`config.mk`:
```
export PLATFORM = sky130hd
export DESIGN_NAME = tblink_rpc_cmd_bus_bridge_flat
export DESIGN_NICKNAME = d
export VERILOG_FILES = /design/src/rtl/tblink_rpc_cmd_bus_bridge_pkg.sv /design/src/rtl/tblink_rpc_cmd_bus_bridge_if.sv /design/src/rtl/tblink_rpc_timeout_ctr.sv /design/src/rtl/tblink_rpc_cmd_bus_bridge.sv /design/src/flat_wrapper.sv
export SDC_FILE = /design/constraint.sdc
export NUM_CORES = 1
export LEC_CHECK = 0
export ABC_AREA = 1
export CAP_MARGIN = 20
export CORE_ASPECT_RATIO = 0.6
export CORE_MARGIN = 1
export CORE_UTILIZATION = 35
export CTS_BUF_LIST = sky130_fd_sc_hd__clkbuf_2 sky130_fd_sc_hd__clkbuf_4 sky130_fd_sc_hd__clkbuf_8
export CTS_CLUSTER_DIAMETER = 150
export DETAILED_ROUTE_END_ITERATION = 10
export GPL_TIMING_DRIVEN = 0
export SLEW_MARGIN = 5
export SYNTH_ARGS = -nofsm -noshare
export SYNTH_HDL_FRONTEND = slang
export SYNTH_SLANG_ARGS = --single-unit
```
`constraint.sdc`:
```
create_clock -name uclock -period 10.77 [get_ports uclock]
set_clock_uncertainty 0.15 [all_clocks]
set_input_delay 3.231 -clock uclock [delete_from_list [all_inputs] [get_ports uclock]]
set_output_delay 3.231 -clock uclock [all_outputs]
set_load 0.005 [all_outputs]
```
`src/rtl/tblink_rpc_cmd_bus_bridge_pkg.sv`:
```
// Shared command/status codes and response layout for the tblink RPC bus bridge.
package tblink_rpc_cmd_bus_bridge_pkg;

    localparam logic [7:0] CMD_WRITE = 8'd1;
    localparam logic [7:0] CMD_READ  = 8'd2;
    localparam logic [7:0] CMD_NOP   = 8'd3;

    // Param byte counts each known command must carry
    localparam logic [7:0] SZ_WRITE  = 8'd8;
    localparam logic [7:0] SZ_READ   = 8'd4;
    localparam logic [7:0] SZ_NOP    = 8'd0;

    localparam logic [7:0] STS_OK      = 8'd0;
    localparam logic [7:0] STS_BUS_ERR = 8'd1;
    localparam logic [7:0] STS_TIMEOUT = 8'd2;
    localparam logic [7:0] STS_BAD_CMD = 8'd3;
    localparam logic [7:0] STS_BAD_LEN = 8'd4;

    localparam logic [7:0] RSP_SZ_STATUS = 8'd1;
    localparam logic [7:0] RSP_SZ_READ   = 8'd5;

    // Low 5 response bytes: status byte above the 32-bit read data
    typedef struct packed {
        logic [7:0]  status;
        logic [31:0] rdata;
    } rsp_t;

endpackage

```
`src/rtl/tblink_rpc_cmd_bus_bridge_if.sv`:
```
// cmd_in toggle handshake plus single-master bus; master = bridge, slave = command/bus side.
interface tblink_rpc_cmd_bus_bridge_if #(
    parameter int P = 8,
    parameter int R = 5
);
    logic [7:0]     cmd_in;
    logic [7:0]     cmd_in_sz;
    logic [P*8-1:0] cmd_in_params;
    logic           cmd_in_put_i;
    logic           cmd_in_get_i;
    logic [R*8-1:0] cmd_in_rsp;
    logic [7:0]     cmd_in_rsp_sz;

    logic           bus_cyc_stb;
    logic           bus_we;
    logic [31:0]    bus_adr;
    logic [31:0]    bus_dat_w;
    logic [31:0]    bus_dat_r;
    logic           bus_ack;
    logic           bus_err;

    modport master (
        input  cmd_in, cmd_in_sz, cmd_in_params, cmd_in_put_i,
        output cmd_in_get_i, cmd_in_rsp, cmd_in_rsp_sz,
        output bus_cyc_stb, bus_we, bus_adr, bus_dat_w,
        input  bus_dat_r, bus_ack, bus_err
    );

    modport slave (
        output cmd_in, cmd_in_sz, cmd_in_params, cmd_in_put_i,
        input  cmd_in_get_i, cmd_in_rsp, cmd_in_rsp_sz,
        input  bus_cyc_stb, bus_we, bus_adr, bus_dat_w,
        output bus_dat_r, bus_ack, bus_err
    );

endinterface

```
`src/rtl/tblink_rpc_timeout_ctr.sv`:
```
// Bus wait counter; expired fires on the enabled cycle whose increment reaches limit.
// Only built when TBLINK_RPC_BUS_BRIDGE_TIMEOUT_EN is defined.
`ifdef TBLINK_RPC_BUS_BRIDGE_TIMEOUT_EN
module tblink_rpc_timeout_ctr (
    input  logic       uclock,
    input  logic       reset,
    input  logic       clear,
    input  logic       enable,
    input  logic [7:0] limit,
    output logic       expired
);

    logic [7:0] cnt_q;
    logic [7:0] cnt_d;

    always_comb begin
        cnt_d = cnt_q;
        if (clear) begin
            cnt_d = 8'd0;
        end else if (enable) begin
            cnt_d = cnt_q + 8'd1;
        end
    end

    // limit <= 255, so the increment never wraps before expiry
    assign expired = enable && !clear && ((cnt_q + 8'd1) == limit);

    always_ff @(posedge uclock or posedge reset) begin
        if (reset) begin
            cnt_q <= 8'd0;
        end else begin
            cnt_q <= cnt_d;
        end
    end

endmodule
`endif

```
`src/rtl/tblink_rpc_cmd_bus_bridge.sv`:
```
// Executes tblink RPC WRITE/READ/NOP as one bus transaction each; get toggles 3 edges after put (+ bus wait).
// One command outstanding; TBLINK_RPC_BUS_BRIDGE_TIMEOUT_EN bounds the bus wait to TIMEOUT_CYC cycles.
module tblink_rpc_cmd_bus_bridge
    import tblink_rpc_cmd_bus_bridge_pkg::*;
#(
    parameter int CMD_IN_PARAMS_SZ = 8,
    parameter int CMD_IN_RSP_SZ    = 5,
    parameter int TIMEOUT_CYC      = 255
) (
    input  logic                        uclock,
    input  logic                        reset,
    tblink_rpc_cmd_bus_bridge_if.master bif
);

    localparam logic [1:0] S_IDLE   = 2'd0;
    localparam logic [1:0] S_DECODE = 2'd1;
    localparam logic [1:0] S_BUS    = 2'd2;
    localparam logic [1:0] S_DONE   = 2'd3;

    if (CMD_IN_PARAMS_SZ < 8 || CMD_IN_RSP_SZ < 5 || TIMEOUT_CYC < 1 || TIMEOUT_CYC > 255) begin : g_param_check
        $error("tblink_rpc_cmd_bus_bridge: parameter out of range");
    end

    logic [1:0]  state_q,   state_d;
    logic        get_q,     get_d;
    logic [7:0]  cmd_q,     cmd_d;
    logic [7:0]  sz_q,      sz_d;
    logic [63:0] params_q,  params_d;
    logic        stb_q,     stb_d;
    logic        we_q,      we_d;
    logic [31:0] adr_q,     adr_d;
    logic [31:0] dat_w_q,   dat_w_d;
    rsp_t        rsp_q,     rsp_d;
    logic [7:0]  rsp_sz_q,  rsp_sz_d;

    logic        tmo_expired;

`ifdef TBLINK_RPC_BUS_BRIDGE_TIMEOUT_EN
    tblink_rpc_timeout_ctr u_timeout_ctr (
        .uclock  (uclock),
        .reset   (reset),
        .clear   (state_q != S_BUS),
        .enable  ((state_q == S_BUS) && !bif.bus_ack && !bif.bus_err),
        .limit   (8'(TIMEOUT_CYC)),
        .expired (tmo_expired)
    );
`else
    assign tmo_expired = 1'b0;
`endif

    always_comb begin
        state_d  = state_q;
        get_d    = get_q;
        cmd_d    = cmd_q;
        sz_d     = sz_q;
        params_d = params_q;
        stb_d    = stb_q;
        we_d     = we_q;
        adr_d    = adr_q;
        dat_w_d  = dat_w_q;
        rsp_d    = rsp_q;
        rsp_sz_d = rsp_sz_q;

        case (state_q)
            S_IDLE: begin
                if (bif.cmd_in_put_i != get_q) begin
                    cmd_d    = bif.cmd_in;
                    sz_d     = bif.cmd_in_sz;
                    params_d = bif.cmd_in_params[63:0];
                    state_d  = S_DECODE;
                end
            end

            S_DECODE: begin
                rsp_sz_d = RSP_SZ_STATUS;
                if (cmd_q == CMD_WRITE && sz_q == SZ_WRITE) begin
                    adr_d   = params_q[63:32];
                    dat_w_d = params_q[31:0];
                    we_d    = 1'b1;
                    stb_d   = 1'b1;
                    rsp_sz_d = rsp_sz_q;
                    state_d = S_BUS;
                end else if (cmd_q == CMD_READ && sz_q == SZ_READ) begin
                    adr_d   = params_q[31:0];
                    dat_w_d = 32'd0;
                    we_d    = 1'b0;
                    stb_d   = 1'b1;
                    rsp_sz_d = rsp_sz_q;
                    state_d = S_BUS;
                end else if (cmd_q == CMD_NOP && sz_q == SZ_NOP) begin
                    rsp_d   = '{status: STS_OK, rdata: 32'd0};
                    state_d = S_DONE;
                end else if (cmd_q == CMD_WRITE || cmd_q == CMD_READ || cmd_q == CMD_NOP) begin
                    rsp_d   = '{status: STS_BAD_LEN, rdata: 32'd0};
                    state_d = S_DONE;
                end else begin
                    rsp_d   = '{status: STS_BAD_CMD, rdata: 32'd0};
                    state_d = S_DONE;
                end
            end

            S_BUS: begin
                // err takes priority over a coincident ack
                if (bif.bus_err) begin
                    rsp_d    = '{status: STS_BUS_ERR, rdata: 32'd0};
                    rsp_sz_d = RSP_SZ_STATUS;
                    stb_d    = 1'b0;
                    state_d  = S_DONE;
                end else if (bif.bus_ack) begin
                    rsp_d    = '{status: STS_OK, rdata: we_q ? 32'd0 : bif.bus_dat_r};
                    rsp_sz_d = we_q ? RSP_SZ_STATUS : RSP_SZ_READ;
                    stb_d    = 1'b0;
                    state_d  = S_DONE;
                end else if (tmo_expired) begin
                    rsp_d    = '{status: STS_TIMEOUT, rdata: 32'd0};
                    rsp_sz_d = RSP_SZ_STATUS;
                    stb_d    = 1'b0;
                    state_d  = S_DONE;
                end
            end

            default: begin
                get_d   = ~get_q;
                state_d = S_IDLE;
            end
        endcase
    end

    always_ff @(posedge uclock or posedge reset) begin
        if (reset) begin
            state_q  <= S_IDLE;
            get_q    <= 1'b0;
            cmd_q    <= 8'd0;
            sz_q     <= 8'd0;
            params_q <= 64'd0;
            stb_q    <= 1'b0;
            we_q     <= 1'b0;
            adr_q    <= 32'd0;
            dat_w_q  <= 32'd0;
            rsp_q    <= '0;
            rsp_sz_q <= 8'd0;
        end else begin
            state_q  <= state_d;
            get_q    <= get_d;
            cmd_q    <= cmd_d;
            sz_q     <= sz_d;
            params_q <= params_d;
            stb_q    <= stb_d;
            we_q     <= we_d;
            adr_q    <= adr_d;
            dat_w_q  <= dat_w_d;
            rsp_q    <= rsp_d;
            rsp_sz_q <= rsp_sz_d;
        end
    end

    assign bif.cmd_in_get_i  = get_q;
    assign bif.cmd_in_rsp    = (CMD_IN_RSP_SZ*8)'(rsp_q);
    assign bif.cmd_in_rsp_sz = rsp_sz_q;
    assign bif.bus_cyc_stb   = stb_q;
    assign bif.bus_we        = we_q;
    assign bif.bus_adr       = adr_q;
    assign bif.bus_dat_w     = dat_w_q;

endmodule

```
`src/flat_wrapper.sv`:
```
// flat-port wrapper written by rule: the top's interface ports become plain ports
module tblink_rpc_cmd_bus_bridge_flat import tblink_rpc_cmd_bus_bridge_pkg::*;
#(
    parameter int CMD_IN_PARAMS_SZ = 8,
    parameter int CMD_IN_RSP_SZ    = 5,
    parameter int TIMEOUT_CYC      = 255
)
  (uclock, reset, bif_cmd_in, bif_cmd_in_sz, bif_cmd_in_params, bif_cmd_in_put_i, bif_cmd_in_get_i, bif_cmd_in_rsp, bif_cmd_in_rsp_sz, bif_bus_cyc_stb, bif_bus_we, bif_bus_adr, bif_bus_dat_w, bif_bus_dat_r, bif_bus_ack, bif_bus_err);
  tblink_rpc_cmd_bus_bridge_if #(.P(8), .R(5)) bif_i ();
  input  logic uclock;
  input  logic reset;
  input wire logic [$bits(bif_i.cmd_in)-1:0] bif_cmd_in;
  input wire logic [$bits(bif_i.cmd_in_sz)-1:0] bif_cmd_in_sz;
  input wire logic [$bits(bif_i.cmd_in_params)-1:0] bif_cmd_in_params;
  input wire logic [$bits(bif_i.cmd_in_put_i)-1:0] bif_cmd_in_put_i;
  output wire logic [$bits(bif_i.cmd_in_get_i)-1:0] bif_cmd_in_get_i;
  output wire logic [$bits(bif_i.cmd_in_rsp)-1:0] bif_cmd_in_rsp;
  output wire logic [$bits(bif_i.cmd_in_rsp_sz)-1:0] bif_cmd_in_rsp_sz;
  output wire logic [$bits(bif_i.bus_cyc_stb)-1:0] bif_bus_cyc_stb;
  output wire logic [$bits(bif_i.bus_we)-1:0] bif_bus_we;
  output wire logic [$bits(bif_i.bus_adr)-1:0] bif_bus_adr;
  output wire logic [$bits(bif_i.bus_dat_w)-1:0] bif_bus_dat_w;
  input wire logic [$bits(bif_i.bus_dat_r)-1:0] bif_bus_dat_r;
  input wire logic [$bits(bif_i.bus_ack)-1:0] bif_bus_ack;
  input wire logic [$bits(bif_i.bus_err)-1:0] bif_bus_err;
  assign bif_i.cmd_in = bif_cmd_in;
  assign bif_i.cmd_in_sz = bif_cmd_in_sz;
  assign bif_i.cmd_in_params = bif_cmd_in_params;
  assign bif_i.cmd_in_put_i = bif_cmd_in_put_i;
  assign bif_cmd_in_get_i = bif_i.cmd_in_get_i;
  assign bif_cmd_in_rsp = bif_i.cmd_in_rsp;
  assign bif_cmd_in_rsp_sz = bif_i.cmd_in_rsp_sz;
  assign bif_bus_cyc_stb = bif_i.bus_cyc_stb;
  assign bif_bus_we = bif_i.bus_we;
  assign bif_bus_adr = bif_i.bus_adr;
  assign bif_bus_dat_w = bif_i.bus_dat_w;
  assign bif_i.bus_dat_r = bif_bus_dat_r;
  assign bif_i.bus_ack = bif_bus_ack;
  assign bif_i.bus_err = bif_bus_err;
  tblink_rpc_cmd_bus_bridge #(.CMD_IN_PARAMS_SZ(CMD_IN_PARAMS_SZ), .CMD_IN_RSP_SZ(CMD_IN_RSP_SZ), .TIMEOUT_CYC(TIMEOUT_CYC)) u_core (.uclock(uclock), .reset(reset), .bif(bif_i));
endmodule
```
==> Word-level counts from Yosys, hierarchy flattened <==
Cells that the tools add are included.
Widths: inputs -> output; s select.
{ "totals": {"rom_bits": 0, "latchBits": 0, "word_cells": 72, "ram_bits": 0, "output_inout_bits": 115, "regBits": 197, "n_memories": 0, "inputBits": 117} }
{ "op_classes": {"multipliers": 0, "eq_ne": 13, "bitwise_logic": 1, "muxes": 31, "div_mod_pow": 0, "n_shift": 0, "reduce_logical": 15, "add_sub_neg": 0, "magnitude_cmp": 0} }
{ "op_table": {"columns": ["operator", "count"], "rows": [
  ["$mux 40", 5],
  ["$mux 32", 5],
  ["$pmux 40 s2", 1],
  ["$mux 35", 1],
  ["$mux 8", 4],
  ["$eq 8x2->1 const B", 2],
  ["$pmux 8 s2", 1],
  ["$eq 8x1->1 const B", 1],
  ["$eq 8x3->1 const B", 1],
  ["$eq 8x4->1 const B", 1],
  ["$logic_not 8->1", 1],
  ["$mux 2", 4],
  ["$mux 1", 7],
  ["$pmux 2 s3", 1],
  ["$reduce_and 2->1", 3],
  ["$ne 2x2->1 const B", 2],
  ["$reduce_and 4->1", 1],
  ["$reduce_bool 2->1", 2],
  ["$logic_and 1x1->1", 3],
  ["$mux 3", 1],
  ["$ne 3x1->1 const B", 1],
  ["$ne 3x3->1 const B", 1],
  ["$reduce_and 3->1", 1],
  ["$reduce_or 3->1", 1],
  ["other kinds (8)", 9]
]} }

==> Depth between registers and ports, before layout <==
Gate-level depths: netlist of run 1.
{ "depth": {"word_depth": 8, "mapped_depth": 11} }

==> Worst setup path before layout of run 1 <==
Ideal clock, no wire load.
{ "synth_timing": {"kind": "input to register", "startpoint": "input bif_cmd_in_put_i", "endpoint": "register u_core.cmd_q[0]", "n_path_buf": 1, "stages": 4, "path_slack_ps": 6404, "arrival_time_ps": 4092, "path_cell_list": "or2_1 nand3_1 buf_2 mux2_2"} }
{ "synth_via": {"elab_chain_cells": 2} }
{ "synth_rtl": {"columns": ["item", "line_no", "source"], "rows": [
  ["start: declaration", "flat_wrapper.sv:15", "input wire logic [$bits(bif_i.cmd_in_put_i)-1:0] bif_cmd_in_put_i;"],
  ["$ne 1x1->1", "tblink_rpc_cmd_bus_bridge.sv:66", "if (bif.cmd_in_put_i != get_q) begin"],
  ["$reduce_and 2->1 (no line)", null, null],
  ["end signal: assignment", "tblink_rpc_cmd_bus_bridge.sv:145", "cmd_q <= cmd_d;"],
  ["end: declaration", "tblink_rpc_cmd_bus_bridge.sv:26", "logic [7:0] cmd_q, cmd_d;"]
]} }
No other way between the ends.
A chain may end at the register's enable or synchronous reset.

==> Worst setup path in the final report of run 1 <==
{ "layout_timing": {"startpoint": "register u_core.get_q, in the netlist u_core.bif.cmd_in_get_i", "endpoint": "output bif_cmd_in_get_i"} }
{ "layout_lines": {"columns": ["item", "line_no", "source"], "rows": [
  ["start: declaration", "tblink_rpc_cmd_bus_bridge.sv:25", "logic get_q, get_d;"],
  ["start signal: assignment", "tblink_rpc_cmd_bus_bridge.sv:144", "get_q <= get_d;"],
  ["end: declaration", "flat_wrapper.sv:16", "output wire logic [$bits(bif_i.cmd_in_get_i)-1:0] bif_cmd_in_get_i;"]
]} }
No word-level cell between the ends.

==> metrics.md, run 1 <==
| Metric | Value |
|---|---|
| Slowest-stage cell, CP | clkdlybuf4s50_1 |
| CTS hold repair buffers | 0 |
| Max Buffers Root-to-Sink | 2 |
| Root buffer cell | clkbuf_8 |
| Area grow syn2layout | 36.63% |
| Grt ovf | 0 |
| Post-synth EDFFs | 0 |
| Synth cell count leaders | nand2_1, dfrtp_1, nor2_1 |
| Cells after DPL | 1486 |
| Max Cap Viol | 0 |
| Worst-margin pin slew | 0.6720 ns |
| Setup violators final | 0 |
| Ports | 232 |
| PD cells | 210.1 nW/µm² |
| Syn_area_per_cell | 8.665 µm² |
| # port buffers | 219 |
| Worst-path cell chain | clkdlybuf4s50_1 |
| CP bufs+invs | 1 |
| Post-synth top area share | 56.66% |
| CP Launch Type | register |
| # Post-CTS Setup Buffers | 0 |
| Peak supply drop | 0.08258 mV |
| Die Span X | 199.8 µm |
| Crit path max-delay family | buffers and inverters |
| Netlist cell types | 28 |
| Final Util | 49.78% |
| Initial DRT Pass Iterations | 5 |
| Critical path endpoint category | output port |
| Syn Std Cell Area | 8214 µm² |
| Synth warnings | 0 |
| Leak pwr | 5.589 nW |
| Initial core utilization | 36.44% |
| Gate Count Post-Synth | 948 |
| Most common cell in the netlist | nand2_1 |
| Core ar. | 22540 µm² |
| Sequential area share after synthesis | 56.66% |
| Area contributors post-synth | dfrtp_1, nand2_1, a21oi_1 |
| Drt drc | 0 |
| Fin. max-slew vios | 0 |
| 1st-iter DRT viols | 311 |
| GRT Overall Usage | 20.99% |
| Status | complete, no violations |
| Number of synthesized register bits | 186 |
| Final Cycle Share | 44.47% |
| Crit path arrival time | 1.41 ns |
| HP Class | register to register |
| Rows | 42 |
| Number of global-route vias before repair | 6661 |
| Layout cells sized above 1 | 10.84% |
| DIE AREA | 24110 µm² |
| Crit-path max FO | 4 |
| Post-Layout Cell Count | 1517 |
| Drt wl/cell | 16.11 µm |
| Initial antenna violation count | 1 |
| Final hold violation count | 0 |
| Post-synth ARST share | 100.0% |
| Chip Height | 120.7 µm |
| CTS Sinks | 186 |
| Leading area contributor after synthesis | dfrtp_1 |
| Final nets | 1318 |
| Data required, critical path | 7.39 ns |
| Post-CTS sizing | 0 |
| RSZ-0062 raised after global routing | no |
| Clock transition at path regs | 0.09 ns |
| Crit path largest cell delay | 0.55 ns |
| Relative slew slack | 55.20% |
| CTS tree | yes |
| First-pass GRT wire length | 38.06 mm |
| DRT antenna net count | 0 |
| Via Count | 6984 |
| Antenna Cells | 0 |
| Pin count of the biggest net entering global routing | 103 |
| Ys flop type | dfrtp_1 |
| Fin crit period | 4.790 ns |
| Number of CTS-inserted buffers | 17 |
| Crit path kind | register to output port |
| H-Tree Depth | 4 |
| Fmax | 208.8 MHz |
| Vias/cell | 4.604 |
| Estimated wirelength of the detail-placed design | 18.01 mm |
| Clk Latency, worst-skew pair | 0.46 ns |
| Setup TNS | 0 ns |
| WL final | 24.44 mm |
| RD Place Congestion | 0.8046 |
[kinds of logic (layout without fill, tap and decap cells)]
group	count (synthesis)	in the layout	synth area share [%]
other	1	11	0.04565
xor gates and xnor gates	1	1	0.1066
buffers and inverters	144	395	8.378
DFF	186	186	56.66
AOI/OAI and AO/OA	133	133	9.094
adders and majority gates	4	4	0.6093
and+or+nand+nor	467	467	23.46
muxes	12	12	1.645
[metrics by stage]
step	total power [W]	area [µm²]	worst slack (ns)	hold WS, ns
5_1_grt	0.002538	11220	5.892	0.3354
2_1_floorplan	0.001581	8252	2.332	0.3070
6_report	0.002358	11220	5.980	0.3198
3_3_place_gp	0.001918	10830	-0.4463	0.2986
4_1_cts	0.002384	11220	5.933	0.3255
3_5_place_dp	0.001938	10860	5.652	0.3025
[per-layer routing]
layer  track usage [%]  share of wire [%]  vias up
met3             5.411                6.6       11
li1                  -                  -     3459
met4             3.960               0.66        0
met2             27.97                 40      180
met5                 0                  0        -
met1             33.44                 53     3334
[registers in the layout, summed over array words and instances, names as in the netlist]
name / cells
u_core.params_q: 64
u_core.bif.cmd_in_rsp: 35
u_core.bif.bus_adr: 32
u_core.bif.bus_dat_w: 32
u_core.cmd_q: 8
u_core.sz_q: 8
u_core.bif.cmd_in_rsp_sz: 2
u_core.state_q: 2
u_core.bif.bus_cyc_stb: 1
u_core.bif.bus_we: 1
u_core.bif.cmd_in_get_i: 1
[path summary, 6_finish.rpt]
check / start / end / slack (ns) / depth (start not counted)
worst max-delay path: u_core.bif.cmd_in_get_i$_DFFE_PP0N_ / bif_cmd_in_get_i / 5.98 / 1
worst min-delay path: u_core.bif.cmd_in_rsp_sz[0]$_DFFE_PP0P_ / u_core.bif.cmd_in_rsp_sz[0]$_DFFE_PP0P_ / 0.32 / 2
worst max register to register: u_core.state_q[0]$_DFFE_PP0P_ / u_core.bif.cmd_in_rsp[34]$_DFFE_PP0P_ / 8.73 / 8
worst min register to register: u_core.bif.cmd_in_rsp_sz[0]$_DFFE_PP0P_ / u_core.bif.cmd_in_rsp_sz[0]$_DFFE_PP0P_ / 0.32 / 2
max in group asynchronous: reset / u_core.bif.bus_adr[30]$_DFFE_PP0P_ / 6.41 / 3
min in group asynchronous: reset / u_core.bif.cmd_in_rsp[4]$_DFFE_PP0P_ / 3.11 / 2
[report_power, final]
part / internal (W) / switching [W] / total (W)
Sequential: 0.000902 / 0.0000978 / 0.00100
Clock: 0.000193 / 0.000247 / 0.000440
Combinational: 0.000386 / 0.000533 / 0.000919
Total: 0.00148 / 0.000877 / 0.00236
[layout make-up]
type	instances	area [µm²]
well taps	308	385.4
flip-flops and latches	186	4654
plain buffers	67	399.1
fillers	2149	11320
repair buffers	220	2220
multi-input cells	628	2909
inverters	77	296.5
clock inverters	7	41.29
clock buffers	24	317.8
[layout by cell type (no fill, tap or decap), drive strengths merged]
master / n
dfrtp: 186
nand2: 295
clkdlybuf4s50: 219
clkinvlp: 1
clkinv: 6
nor2: 89
nand3: 46
ha: 4
buf: 55
mux2: 12
or2: 4
nor3: 33
clkbuf: 37
a21oi: 69
o211ai: 1
inv: 77
conb: 11
o21ai: 63
xor2: 1
No activity file was read; power rests on OpenSTA's default activity.
==> run 2: changes to the inputs <==
==> constraint.sdc (replaced) <==
create_clock -name uclock -period 4.47 [get_ports uclock]
set_clock_uncertainty 0.15 [all_clocks]
set_input_delay 1.341 -clock uclock [delete_from_list [all_inputs] [get_ports uclock]]
set_output_delay 1.341 -clock uclock [all_outputs]
set_load 0.005 [all_outputs]
==> run 2 against run 1 <==
Cell count up 0.40%; highest routed layer unchanged; die area unchanged; sequential share of layout area down 0.57 points; worst hold slack gained 0.0058 ns; via count increased by 0.43%; count of clock-buffer cells in the layout down 3.
==> metrics.md, run 2 (synthesis results as in run 1) <==
| Metric | Value |
|---|---|
| Number of global-route vias before repair | 6722 (was 6661) |
| Max Cap Viol | 0 (unchanged) |
| Worst-margin pin slew | 0.6668 ns (was 0.6720 ns) |
| Peak supply drop | 0.2383 mV (was 0.08258 mV) |
| Max FFs per register | 64 (unchanged) |
| Clock transition at path regs | 0.10 ns (was 0.09 ns) |
| CTS Sinks | 186 (unchanged) |
| Via Count | 7014 (was 6984) |
| Layout cells sized above 1 | 11.20% (was 10.84%) |
| # port buffers | 219 (unchanged) |
| CTS hold repair buffers | 0 (unchanged) |
| Initial DRT Pass Iterations | 5 (unchanged) |
| Root buffer cell | clkbuf_8 (unchanged) |
| Vias/cell | 4.605 (was 4.604) |
| Largest Register | u_core.params_q (unchanged) |
| Most frequent cells in the layout | nand2_1, clkdlybuf4s50_1, dfrtp_1 (unchanged) |
| Drt drc | 0 (unchanged) |
| Critical path endpoint category | output port (unchanged) |
| Combinational power share | 37.7% (was 39.0%) |
| Relative slew slack | 55.55% (was 55.20%) |
| Final nets | 1322 (was 1318) |
| Estimated wirelength of the detail-placed design | 18.50 mm (was 18.01 mm) |
| Sw Share | 36.52% (was 37.20%) |
| Crit path arrival time | 1.43 ns (was 1.41 ns) |
| Slowest-stage cell, CP | clkdlybuf4s50_1 (unchanged) |
| First-pass GRT wire length | 38.69 mm (was 38.06 mm) |
| Most common cell after layout, fill and taps aside | nand2_1 (unchanged) |
| Ports | 232 (unchanged) |
| Leak pwr | 5.650 nW (was 5.589 nW) |
| Clk Latency, worst-skew pair | 0.48 ns (was 0.46 ns) |
| DRT antenna net count | 0 (unchanged) |
| Core ar. | 22540 µm² (unchanged) |
| Post-CTS sizing | 0 (unchanged) |
| Sequential power share | 40.7% (was 42.4%) |
| Chip Height | 120.7 µm (unchanged) |
| Fmax | 342.7 MHz |
| Area grow syn2layout | 38.54% (was 36.63%) |
| Setup violators final | 0 (unchanged) |
| Die Span X | 199.8 µm (unchanged) |
| Crit-path max FO | 2 (was 4) |
| Fin. max-slew vios | 0 (unchanged) |
| Initial core utilization | 36.44% (unchanged) |
| PD cells | 520.5 nW/µm² (was 210.1 nW/µm²) |
| Cells after DPL | 1490 (was 1486) |
| Setup TNS | 0 ns (unchanged) |
| CP Launch Type | register (unchanged) |
| Sw Pwr | 0.002163 W (was 0.0008772 W) |
| Pin count of the biggest net entering global routing | 40 (was 103) |
| CP bufs+invs | 1 (unchanged) |
| Fin crit period | 2.918 ns |
| DIE AREA | 24110 µm² (unchanged) |
| H-Tree Depth | 4 (unchanged) |
| Number of CTS-inserted buffers | 17 (unchanged) |
| Initial antenna violation count | 2 (was 1) |
| Rows | 42 (unchanged) |
| Final hold violation count | 0 (unchanged) |
| RD Place Congestion | 0.7830 (was 0.8046) |
| WL final | 24.62 mm (was 24.44 mm) |
| Crit path largest cell delay | 0.58 ns (was 0.55 ns) |
| Worst-path cell chain | clkdlybuf4s50_1 (unchanged) |
| # Post-CTS Setup Buffers | 0 (unchanged) |
| Crit path max-delay family | buffers and inverters (unchanged) |
| HP Class | register to register (unchanged) |
| CTS tree | yes (unchanged) |
| Power share of the clock group | 21.6% (was 18.6%) |
| GRT Overall Usage | 21.47% (was 20.99%) |
| Data required, critical path | 2.98 ns (was 7.39 ns) |
| Drt wl/cell | 16.17 µm (was 16.11 µm) |
| Max Buffers Root-to-Sink | 2 (unchanged) |
| Post-Layout Cell Count | 1523 (was 1517) |
| Grt ovf | 0 (unchanged) |
| Crit path kind | register to output port (unchanged) |
| Cell internal pwr | 0.003760 W (was 0.001481 W) |
| Final Cycle Share | 65.28% |
| Placed cell area | 10930 µm² (was 10860 µm²) |
| Non-Filler Cell Area, Final | 11380 µm² (was 11220 µm²) |
| Final Util | 50.48% (was 49.78%) |
| 1st-iter DRT viols | 448 (was 311) |
| Status | complete, no violations (unchanged) |
| RSZ-0062 raised after global routing | no (unchanged) |
==> run 2: through the flow <==
step                      power [W]  hold WS, ns  setup slack (ns)
after global routing       0.006363       0.3435             1.472
after CTS                  0.005972       0.3272             1.529
after detailed placement   0.004688       0.3033             1.215
final                      0.005923       0.3257             1.552
after global placement     0.004625       0.2987            -1.087
after floorplan            0.003810       0.3070            0.5865
==> run 2: worst paths after layout <==
path                                                         startpoint                                      end  slack (ns)  cells past startpoint
worst max-delay path                 u_core.bif.bus_adr[30]$_DFFE_PP0P_                          bif_bus_adr[30]        1.55                      1
min in group asynchronous                                         reset       u_core.bif.bus_adr[25]$_DFFE_PP0P_        0.93                      2
max in group asynchronous                                         reset           u_core.params_q[5]$_DFFE_PP0P_        2.29                      5
worst max register to register            u_core.state_q[0]$_DFFE_PP0P_          u_core.params_q[23]$_DFFE_PP0P_        2.46                      6
worst min register to register  u_core.bif.cmd_in_rsp_sz[0]$_DFFE_PP0P_  u_core.bif.cmd_in_rsp_sz[0]$_DFFE_PP0P_        0.33                      2
worst min-delay path            u_core.bif.cmd_in_rsp_sz[0]$_DFFE_PP0P_  u_core.bif.cmd_in_rsp_sz[0]$_DFFE_PP0P_        0.33                      2
==> run 2: area by class of cell <==
cell class	instances	area (µm²)
flip-flops and latches	186	4654
well taps	308	385.4
clock buffers	21	276.5
plain buffers	67	399.1
inverters	77	292.8
clock inverters	11	167.7
diodes	1	2.502
fillers	2139	11160
repair buffers	224	2292
multi-input cells	628	2909
==> run 2: power by group through the flow <==
stage,clock (W),combinational [W],sequential [W]
2_1_floorplan,0,0.00140,0.00241
3_3_place_gp,0,0.00219,0.00243
3_5_place_dp,0,0.00225,0.00244
4_1_cts,0.00131,0.00225,0.00241
5_1_grt,0.00138,0.00251,0.00247
6_report,0.00128,0.00223,0.00241
==> run 2: per-layer routing <==
layer	vias to the layer above	wire length [µm]	GRT usage, %
met5	-	0	0
met4	0	238	4.866
li1	3473	-	-
met1	3339	12940	33.85
met3	18	1385	5.105
met2	184	10060	29.01
==> run 3: changes to the inputs <==
==> constraint.sdc (replaced) <==
create_clock -name uclock -period 2.9 [get_ports uclock]
set_clock_uncertainty 0.15 [all_clocks]
set_input_delay 0.87 -clock uclock [delete_from_list [all_inputs] [get_ports uclock]]
set_output_delay 0.87 -clock uclock [all_outputs]
set_load 0.005 [all_outputs]
==> results of run 3 <==
Same layout as run 2 (identical final DEF). Status: complete, no violations.
Among the figures that moved: setup slack after placement 1.215 ns -> 0.1158 ns; setup slack after layout 1.552 ns -> 0.4528 ns; register-to-register setup slack 2.46 ns -> 0.89 ns; total power 0.005923 W -> 0.009129 W; worst IR drop on VDD 0.2383 mV -> 0.3674 mV
